--- config.mk ---
export PLATFORM = sky130hd
export DESIGN_NAME = draw_cmd_sequencer
export DESIGN_NICKNAME = d
export VERILOG_FILES = /design/src/rtl/draw_cmd_sequencer.sv
export SDC_FILE = /design/constraint.sdc
export NUM_CORES = 1
export LEC_CHECK = 0
export CORE_ASPECT_RATIO = 1.5
export CORE_MARGIN = 1
export CORE_UTILIZATION = 40
export CTS_BUF_LIST = sky130_fd_sc_hd__clkbuf_2 sky130_fd_sc_hd__clkbuf_4 sky130_fd_sc_hd__clkbuf_8
export CTS_CLUSTER_DIAMETER = 200
export DETAILED_ROUTE_END_ITERATION = 10
export GPL_ROUTABILITY_DRIVEN = 0
export PLACE_DENSITY = 0.59
export SLEW_MARGIN = 20
export SYNTH_ARGS = -nofsm -noshare
export SYNTH_HDL_FRONTEND = slang
export SYNTH_SLANG_ARGS = --single-unit
--- constraint.sdc ---
create_clock -name ACLK -period 20.3 [get_ports ACLK]
set_input_delay 4.06 -clock ACLK [delete_from_list [all_inputs] [get_ports ACLK]]
set_output_delay 4.06 -clock ACLK [all_outputs]
set_load 0.005 [all_outputs]
--- src/rtl/draw_cmd_sequencer.sv ---
// Display-list sequencer: pops DRAWCMD words, keeps frame/area/colour state, clips PATBLT and issues one job at a time.
// Optional feature macro DRAW_SEQ_IRQ_EN: level irq on EODL completion and on a bad opcode (otherwise irq is tied 0).
module draw_cmd_sequencer #(
  parameter int CW = 16,
  parameter int AW = 32
) (
  input  logic          ACLK,
  input  logic          ARESET,
  input  logic          start,
  input  logic          clr,
  input  logic          cmd_empty,
  input  logic [31:0]   cmd_rdata,
  output logic          cmd_rden,
  output logic          blt_valid,
  input  logic          blt_ready,
  output logic [AW-1:0] blt_base,
  output logic [CW-1:0] blt_fw,
  output logic [CW-1:0] blt_x,
  output logic [CW-1:0] blt_y,
  output logic [CW-1:0] blt_w,
  output logic [CW-1:0] blt_h,
  output logic [23:0]   blt_color,
  input  logic          blt_done,
  output logic          busy,
  output logic          err,
  output logic          irq,
  input  logic          irq_clr
);

  localparam logic [7:0] OP_SETFRAME  = 8'h20;
  localparam logic [7:0] OP_SETAREA   = 8'h21;
  localparam logic [7:0] OP_SETFCOLOR = 8'h23;
  localparam logic [7:0] OP_PATBLT    = 8'h81;
  localparam logic [7:0] OP_EODL      = 8'h0F;

  typedef enum logic [2:0] {S_IDLE, S_OP, S_ARG, S_EXEC, S_ISSUE, S_WAIT} state_t;

  state_t        state_q, state_d;
  logic [7:0]    op_q, op_d;
  logic          arg_idx_q, arg_idx_d;
  logic [31:0]   arg0_q, arg0_d;
  logic [AW-1:0] base_q, base_d;
  logic [CW-1:0] fw_q, fw_d, fh_q, fh_d;
  logic [CW-1:0] ax_q, ax_d, ay_q, ay_d, aw_q, aw_d, ah_q, ah_d;
  logic [CW-1:0] pw_q, pw_d, ph_q, ph_d;
  logic [CW-1:0] bx_q, bx_d, by_q, by_d, bw_q, bw_d, bh_q, bh_d;
  logic [23:0]   color_q, color_d;
  logic          err_q, err_d;
  logic          irq_set;

  function automatic logic [CW:0] umax(input logic [CW:0] a, input logic [CW:0] b);
    return (a > b) ? a : b;
  endfunction

  function automatic logic [CW:0] umin(input logic [CW:0] a, input logic [CW:0] b);
    return (a < b) ? a : b;
  endfunction

  // One extra bit so px+pw and ax+aw never wrap before clipping.
  logic [CW:0] px, py, x0, x1, y0, y1, xw, yw;
  logic        clip_empty;

  always_comb begin
    px = {1'b0, arg0_q[16 +: CW]};
    py = {1'b0, arg0_q[0 +: CW]};
    x0 = umax(px, {1'b0, ax_q});
    y0 = umax(py, {1'b0, ay_q});
    x1 = umin(umin(px + {1'b0, pw_q}, {1'b0, ax_q} + {1'b0, aw_q}), {1'b0, fw_q});
    y1 = umin(umin(py + {1'b0, ph_q}, {1'b0, ay_q} + {1'b0, ah_q}), {1'b0, fh_q});
    xw = x1 - x0;
    yw = y1 - y0;
    clip_empty = (x1 <= x0) || (y1 <= y0);
  end

  always_comb begin
    state_d   = state_q;
    op_d      = op_q;
    arg_idx_d = arg_idx_q;
    arg0_d    = arg0_q;
    base_d    = base_q;
    fw_d      = fw_q;
    fh_d      = fh_q;
    ax_d      = ax_q;
    ay_d      = ay_q;
    aw_d      = aw_q;
    ah_d      = ah_q;
    pw_d      = pw_q;
    ph_d      = ph_q;
    bx_d      = bx_q;
    by_d      = by_q;
    bw_d      = bw_q;
    bh_d      = bh_q;
    color_d   = color_q;
    err_d     = err_q;
    irq_set   = 1'b0;
    cmd_rden  = 1'b0;

    case (state_q)
      S_IDLE: begin
        if (start) state_d = S_OP;
      end
      S_OP: begin
        cmd_rden = !cmd_empty;
        if (!cmd_empty) begin
          op_d      = cmd_rdata[31:24];
          arg_idx_d = 1'b0;
          case (cmd_rdata[31:24])
            OP_SETFRAME, OP_SETAREA, OP_SETFCOLOR, OP_PATBLT: state_d = S_ARG;
            OP_EODL: begin
              state_d = S_IDLE;
              irq_set = 1'b1;
            end
            default: begin
              state_d = S_IDLE;
              err_d   = 1'b1;
              irq_set = 1'b1;
            end
          endcase
        end
      end
      S_ARG: begin
        cmd_rden = !cmd_empty;
        if (!cmd_empty) begin
          if (!arg_idx_q && (op_q != OP_SETFCOLOR)) begin
            arg0_d    = cmd_rdata;
            arg_idx_d = 1'b1;
          end else begin
            state_d = S_OP;
            case (op_q)
              OP_SETFRAME: begin
                base_d = arg0_q[AW-1:0];
                fw_d   = cmd_rdata[16 +: CW];
                fh_d   = cmd_rdata[0 +: CW];
              end
              OP_SETAREA: begin
                ax_d = arg0_q[16 +: CW];
                ay_d = arg0_q[0 +: CW];
                aw_d = cmd_rdata[16 +: CW];
                ah_d = cmd_rdata[0 +: CW];
              end
              OP_SETFCOLOR: color_d = cmd_rdata[23:0];
              default: begin
                pw_d    = cmd_rdata[16 +: CW];
                ph_d    = cmd_rdata[0 +: CW];
                state_d = S_EXEC;
              end
            endcase
          end
        end
      end
      S_EXEC: begin
        if (clip_empty) begin
          state_d = S_OP;
        end else begin
          bx_d    = x0[CW-1:0];
          by_d    = y0[CW-1:0];
          bw_d    = xw[CW-1:0];
          bh_d    = yw[CW-1:0];
          state_d = S_ISSUE;
        end
      end
      S_ISSUE: begin
        if (blt_ready) state_d = S_WAIT;
      end
      S_WAIT: begin
        if (blt_done) state_d = S_OP;
      end
      default: state_d = S_IDLE;
    endcase
  end

  // clr is a soft reset with the same reach as ARESET.
  always_ff @(posedge ACLK) begin
    if (ARESET || clr) begin
      state_q   <= S_IDLE;
      op_q      <= '0;
      arg_idx_q <= 1'b0;
      arg0_q    <= '0;
      base_q    <= '0;
      fw_q      <= '0;
      fh_q      <= '0;
      ax_q      <= '0;
      ay_q      <= '0;
      aw_q      <= '0;
      ah_q      <= '0;
      pw_q      <= '0;
      ph_q      <= '0;
      bx_q      <= '0;
      by_q      <= '0;
      bw_q      <= '0;
      bh_q      <= '0;
      color_q   <= '0;
      err_q     <= 1'b0;
    end else begin
      state_q   <= state_d;
      op_q      <= op_d;
      arg_idx_q <= arg_idx_d;
      arg0_q    <= arg0_d;
      base_q    <= base_d;
      fw_q      <= fw_d;
      fh_q      <= fh_d;
      ax_q      <= ax_d;
      ay_q      <= ay_d;
      aw_q      <= aw_d;
      ah_q      <= ah_d;
      pw_q      <= pw_d;
      ph_q      <= ph_d;
      bx_q      <= bx_d;
      by_q      <= by_d;
      bw_q      <= bw_d;
      bh_q      <= bh_d;
      color_q   <= color_d;
      err_q     <= err_d;
    end
  end

  assign blt_valid = (state_q == S_ISSUE);
  assign busy      = (state_q != S_IDLE);
  assign err       = err_q;
  assign blt_base  = base_q;
  assign blt_fw    = fw_q;
  assign blt_x     = bx_q;
  assign blt_y     = by_q;
  assign blt_w     = bw_q;
  assign blt_h     = bh_q;
  assign blt_color = color_q;

  logic unused_diff_msb;
  assign unused_diff_msb = xw[CW] ^ yw[CW];

`ifdef DRAW_SEQ_IRQ_EN
  logic irq_q;
  // A new event wins over a simultaneous irq_clr.
  always_ff @(posedge ACLK) begin
    if (ARESET || clr) irq_q <= 1'b0;
    else if (irq_set)  irq_q <= 1'b1;
    else if (irq_clr)  irq_q <= 1'b0;
  end
  assign irq = irq_q;
`else
  logic unused_irq;
  assign unused_irq = irq_clr ^ irq_set;
  assign irq = 1'b0;
`endif

endmodule

# == After elaboration in Yosys (flattened, before gate mapping) ==
# Cells that the tools add are included.
# totals
register_bits,293
latchBits,0
ramBits,0
rom_bits,0
input_bits,40
output_inout_bits,141
word_cells,102
n_memories,0
# op_classes
n_addsub,6
n_mul,0
div_mod_pow,0
magnitude_cmp,8
n_eq_ne,21
shift,0
n_mux,21
bitwise,5
n_reduce_logical,22
# ops
cell,n
adder 16 x 16 -> 17 bit,4
two-way mux 17 bit,4
"== test 8 x 6 -> 1 bit, second input constant",6
<= comparator 17 x 16 -> 1 bit,2
< comparator 17 x 16 -> 1 bit,2
< comparator 17 bit,2
greater-than comparator 16 bit,2
two-way mux 16 bit,2
subtractor 16 bit,2
two-way mux 3 bit,7
AND reduction 4 bit,5
one-hot mux 3 bit (6 select lines),1
"!= test 2 bit, second input constant",6
"== test 8 x 4 -> 1 bit, second input constant",1
"== test 8 bit, second input constant",1
"!= test 8 x 6 -> 1 bit, second input constant",1
"== test 3 x 2 -> 1 bit, second input constant",2
"== test 3 bit, second input constant",2
AND reduction 3 bit,2
AND reduction 6 bit,1
NOT 1 bit,5
OR reduction 5 bit,1
two-way mux 1 bit,4
two-way mux 2 bit,2
13 further kinds,16

# == Logic depth before layout (Yosys ltp) ==
# depth
depth_word,9
depth_mapped,41
ltp_nobuf,37

# == Worst setup path before layout ==
# OpenSTA, ideal clock, no wires.
# synth_path
path_type,input -> output
startpoint,in cmd_empty
endpoint,out cmd_rden
arrival_ps,4633
required_ps,16240
path_slack_ps,11607
path_stages,2
path_buffers,0
cell_sequence,nor3_1 > or2_2
# synth_via
elab_chain_cells,2
# synth_lines
element,line,text
from (decl),11,"input logic cmd_empty,"
logical NOT 1 bit,-,
two-way mux 1 bit,-,
to (decl),13,"output logic cmd_rden,"
# Every way passes these cells.

# == Worst setup path after layout ==
# layout_path
startpoint,reg arg0_q[16]
endpoint,"reg bw_q[15], in the netlist blt_w[15]"
# layout_via
elab_chain_cells,9
word_cells_on_any_way,12
classes_between,2 x add/sub; 4 x order compare; 3 x mux; 1 x bitwise; 2 x reduce/logical
# layout_lines
element,line,text
from (decl),41,"logic [31:0] arg0_q, arg0_d;"
from (signal assigned),198,arg0_q <= arg0_d;
adder 16 x 16 -> 17 bit,68,"x1 = umin(umin(px + {1'b0, pw_q}, {1'b0, ax_q} + {1'b0, aw_q}), {1'b0, fw_q});"
< comparator 17 bit,56,return (a < b) ? a : b;
two-way mux 17 bit,56,
< comparator 17 x 16 -> 1 bit,56,
two-way mux 17 bit,56,
<= comparator 17 x 16 -> 1 bit,72,clip_empty = (x1 <= x0) || (y1 <= y0);
logical OR 1 bit,72,
NOT 1 bit (no source line),-,
AND reduction 2 bit (no source line),-,
to (signal assigned),210,bw_q <= bw_d;
to (decl),46,"logic [CW-1:0] bx_q, bx_d, by_q, by_d, bw_q, bw_d, bh_q, bh_d;"
# Several ways; a longest one is shown, not always the timed one.
# A chain may end at the register's enable or synchronous reset.

==> qor.txt <==
SYNTHESIS
----------------------------------------------------------------------------------------
Avg Inst Size Synth                                                             7.89 um2
Async set or reset register ratio after synthesis                                     0%
Most area-hungry cell type in the Yosys netlist                                  dfxtp_1
Most common flop cell mapped by yosys                                            dfxtp_1
Synthesized netlist cell count                                                      2288
Synth cell types                                                                      81
Number of nets in the synthesized netlist                                           2524
Cell types with the largest area share after synthesis                      dfxtp_1 (32%), ha_1 (13%), nand2_1 (11%)
Number of synthesis warnings                                                           0
Post-synthesis sequential area ratio                                               32.5%
Share of the synthesized area in the top cell type                                 32.5%
EDFF count, synth                                                                      0
Number of synthesized register bits                                                  293
Post-Syn Area                                                                 0.0181 mm2

GLOBAL ROUTE
----------------------------------------------------------------------------------------
Pin count of the biggest net entering global routing                                 225
Initial antenna violation count                                                        2
Remaining global-route overflow                                                        0
Via count of the first global-routing pass                                         16700
GRT Util Overall                                                                   25.6%
Wire length of the first global-routing pass                                     91.1 mm

WORST SETUP PATH
----------------------------------------------------------------------------------------
Worst Setup End Kind                                                           flip-flop
Critical Path Max Stage Delay                                                    0.75 ns
Cell repeated most along the worst path                                             ha_1
Startpoint types                                                               flip-flop
Crit path max-delay cell type                                                     and2_1
Data arrival time of the critical path                                          11.05 ns
CP required                                                                     20.79 ns
Critical Setup Path Class                                                        reg2reg
Critical path peak fanout                                                             37

TIMING
----------------------------------------------------------------------------------------
Maximum clock frequency                                                         94.7 MHz
Headroom to the max-slew limit                                                     3.08%
Number of endpoints with negative hold slack in the final report                       0
RSZ-0062 raised after global routing                                               false
Max-slew violation total from the final report                                         0
Post-Route Skew                                                                0.0411 ns
Setup TNS after final layout                                                        0 ns
Slew at the pin closest to its max-slew limit                                    1.45 ns
Setup violations, final                                                                0
Crit path time final                                                            10.56 ns
Post-route fraction of the period consumed by the critical path                    52.0%

CELLS AND AREA
----------------------------------------------------------------------------------------
Area of the multi-input gates                                                 0.0114 mm2
Most frequent standard cell in the layout excluding fill and tap cells           nand2_1
Area added between synthesis and finish                                            18.3%
Fill cells                                                                          4491
Commonest cells after routing, fill and taps aside                          nand2_1 (506), a21oi_1 (363), dfxtp_1 (293)
Area used by sequential logic in the layout                                  0.00587 mm2
Count of nets after finishing                                                       2652
Fraction of final layout cells with drive strength greater than 1                  7.01%
Layout Cells excl Fill                                                              3037

ROUTING
----------------------------------------------------------------------------------------
DRT Wirelength                                                                   59.7 mm
DRC violations left                                                                    0
Drt first-iter violations                                                           1048
Via total after detailed routing                                                   16900
Routed WL per cell                                                               19.7 um
Number of search-and-repair iterations in the first detailed-routing pass              5
Vias per Instance                                                                   5.55
Antenna violation net count after detailed routing                                     0

CLOCK TREE
----------------------------------------------------------------------------------------
Post-cts resize count                                                                  0
Inserted Clock Buffers                                                                49
Quantity of hold-fixing buffers added after cts                                        0
Source-to-sink clock delay at the later pin of the worst-skew pair               0.63 ns
Total number of clock tree sinks                                                     293
CTS tree                                                                             yes
Max H-tree Level                                                                       2
Clock root buffer master                                                        clkbuf_8
Clock slew at the register clock pins of the worst setup and hold paths          0.06 ns
Setup bufs post-CTS                                                                    0
Bufs on Longest Clock Path                                                             3

DIE
----------------------------------------------------------------------------------------
Width of the die                                                                  175 um
Ports                                                                                181
Die Footprint                                                                 0.0460 mm2
Core Area                                                                     0.0447 mm2
Rows                                                                                  95
Vert. Die Dim                                                                     262 um
Effective utilization at floorplan                                                 40.4%

PLACEMENT
----------------------------------------------------------------------------------------
Post-detail-place hpwl                                                           45.1 mm
Port buffer count                                                                    178
Placed insts                                                                        2946

RUN STATUS
----------------------------------------------------------------------------------------
Status                                                                      complete, no violations

POWER
----------------------------------------------------------------------------------------
Worst VDD drop                                                                 0.0579 mV
Total Power                                                                    0.00118 W
Pwr per Cell Area                                                            55.4 mW/mm2
Static power due to leakage                                                      8.42 nW

HOLD PATH
----------------------------------------------------------------------------------------
Class of the tightest hold or removal check                                      reg2reg

RUN
----------------------------------------------------------------------------------------
Number of maximum-capacitance violations                                               0

==> cells by family (layout without fill, tap and decap cells) <==
kind of cell	count (synthesis)	after routing	share of synthesized area [%]
simple gates	744	744	17.8
compound gates	697	697	23.2
flops	293	293	32.5
buf+inv	212	377	4.75
fa+ha+maj	196	196	13.8
mux	74	74	4.53
xor+xnor	71	71	3.44
other cells	1	3	0.0208
==> area by class of cell <==
cell class                      count  share of cell area [%]
Multi-Input combinational cell   1783                    53.3
Clock buffer                       76                    4.58
Timing Repair Buffer              196                    9.07
Tap cell                          582                    3.41
Antenna cell                        2                  0.0234
Sequential cell                   293                    27.5
Clock inverter                     12                   0.516
Inverter                           93                    1.63
==> layer usage <==
| layer | track usage, % | routed length (um) | vias to the layer above |
|---|---|---|---|
| met5 | 0 | 0 | - |
| li1 | - | - | 8334 |
| met3 | 2.65 | 1930 | 207 |
| met4 | 21.3 | 5300 | 0 |
| met1 | 24.2 | 20500 | 7913 |
| met2 | 49.4 | 32000 | 410 |
==> synth_stat cells, drive strengths merged, types with 7 or more instances <==
cell and count:
nand4 19, and3 10, nor3 32, xnor2 46, o21bai 15, mux2i 40
clkbuf 85, o21a 22, nand2 506, buf 34, nor2b 16, nand2b 9
xor2 25, a211o 7, inv 93, a31oi 7, mux2 34, or4b 8
a211oi 59, nor2 62, nand3 42, o31ai 9, a21oi 363, ha 190
dfxtp 293, o211ai 8, o21ai 105, a21o 54
==> path summary, 6_finish.rpt <==
kind	from	endpoint	slack [ns]	cells after the start
setup / recovery	arg0_q[16]	blt_w[15]	9.74	34
hold / removal	blt_base[19]	blt_base[19]	0.45	2
setup reg to reg	arg0_q[16]	blt_w[15]	9.74	34
hold reg to reg	blt_base[19]	blt_base[19]	0.45	2
==> critical path, delay by kind of cell, from the launching register on <==
kind	cells	cell delay, ns
AND/OR/NAND/NOR	13	2.74
adder cells (fa/ha/maj)	5	1.85
AO/OA/AOI/OAI	14	4.50
flip-flops	1	0.40
buffers and inverters	1	0.50
multiplexers	1	0.42
==> where the power goes <==
| group | leakage, nW | switching [W] | internal, W |
|---|---|---|---|
| logic | 5.49 | 0.0000225 | 0.00000948 |
| clock network | 0.577 | 0.000255 | 0.000320 |
| registers | 2.36 | 0.000000564 | 0.000575 |
==> stage by stage <==
step           setup slack [ns]  hold slack (ns)  util (%)  area [um2]
2_1_floorplan             11.61            0.431         -       18100
3_3_place_gp              10.15            0.439      45.3       20200
3_5_place_dp               9.94            0.446      45.3       20200
4_1_cts                    9.87            0.455      47.7       21300
5_1_grt                    8.90            0.470      47.8       21400
6_report                   9.74            0.453      47.8       21400
Power figures use the tool's default switching activity.
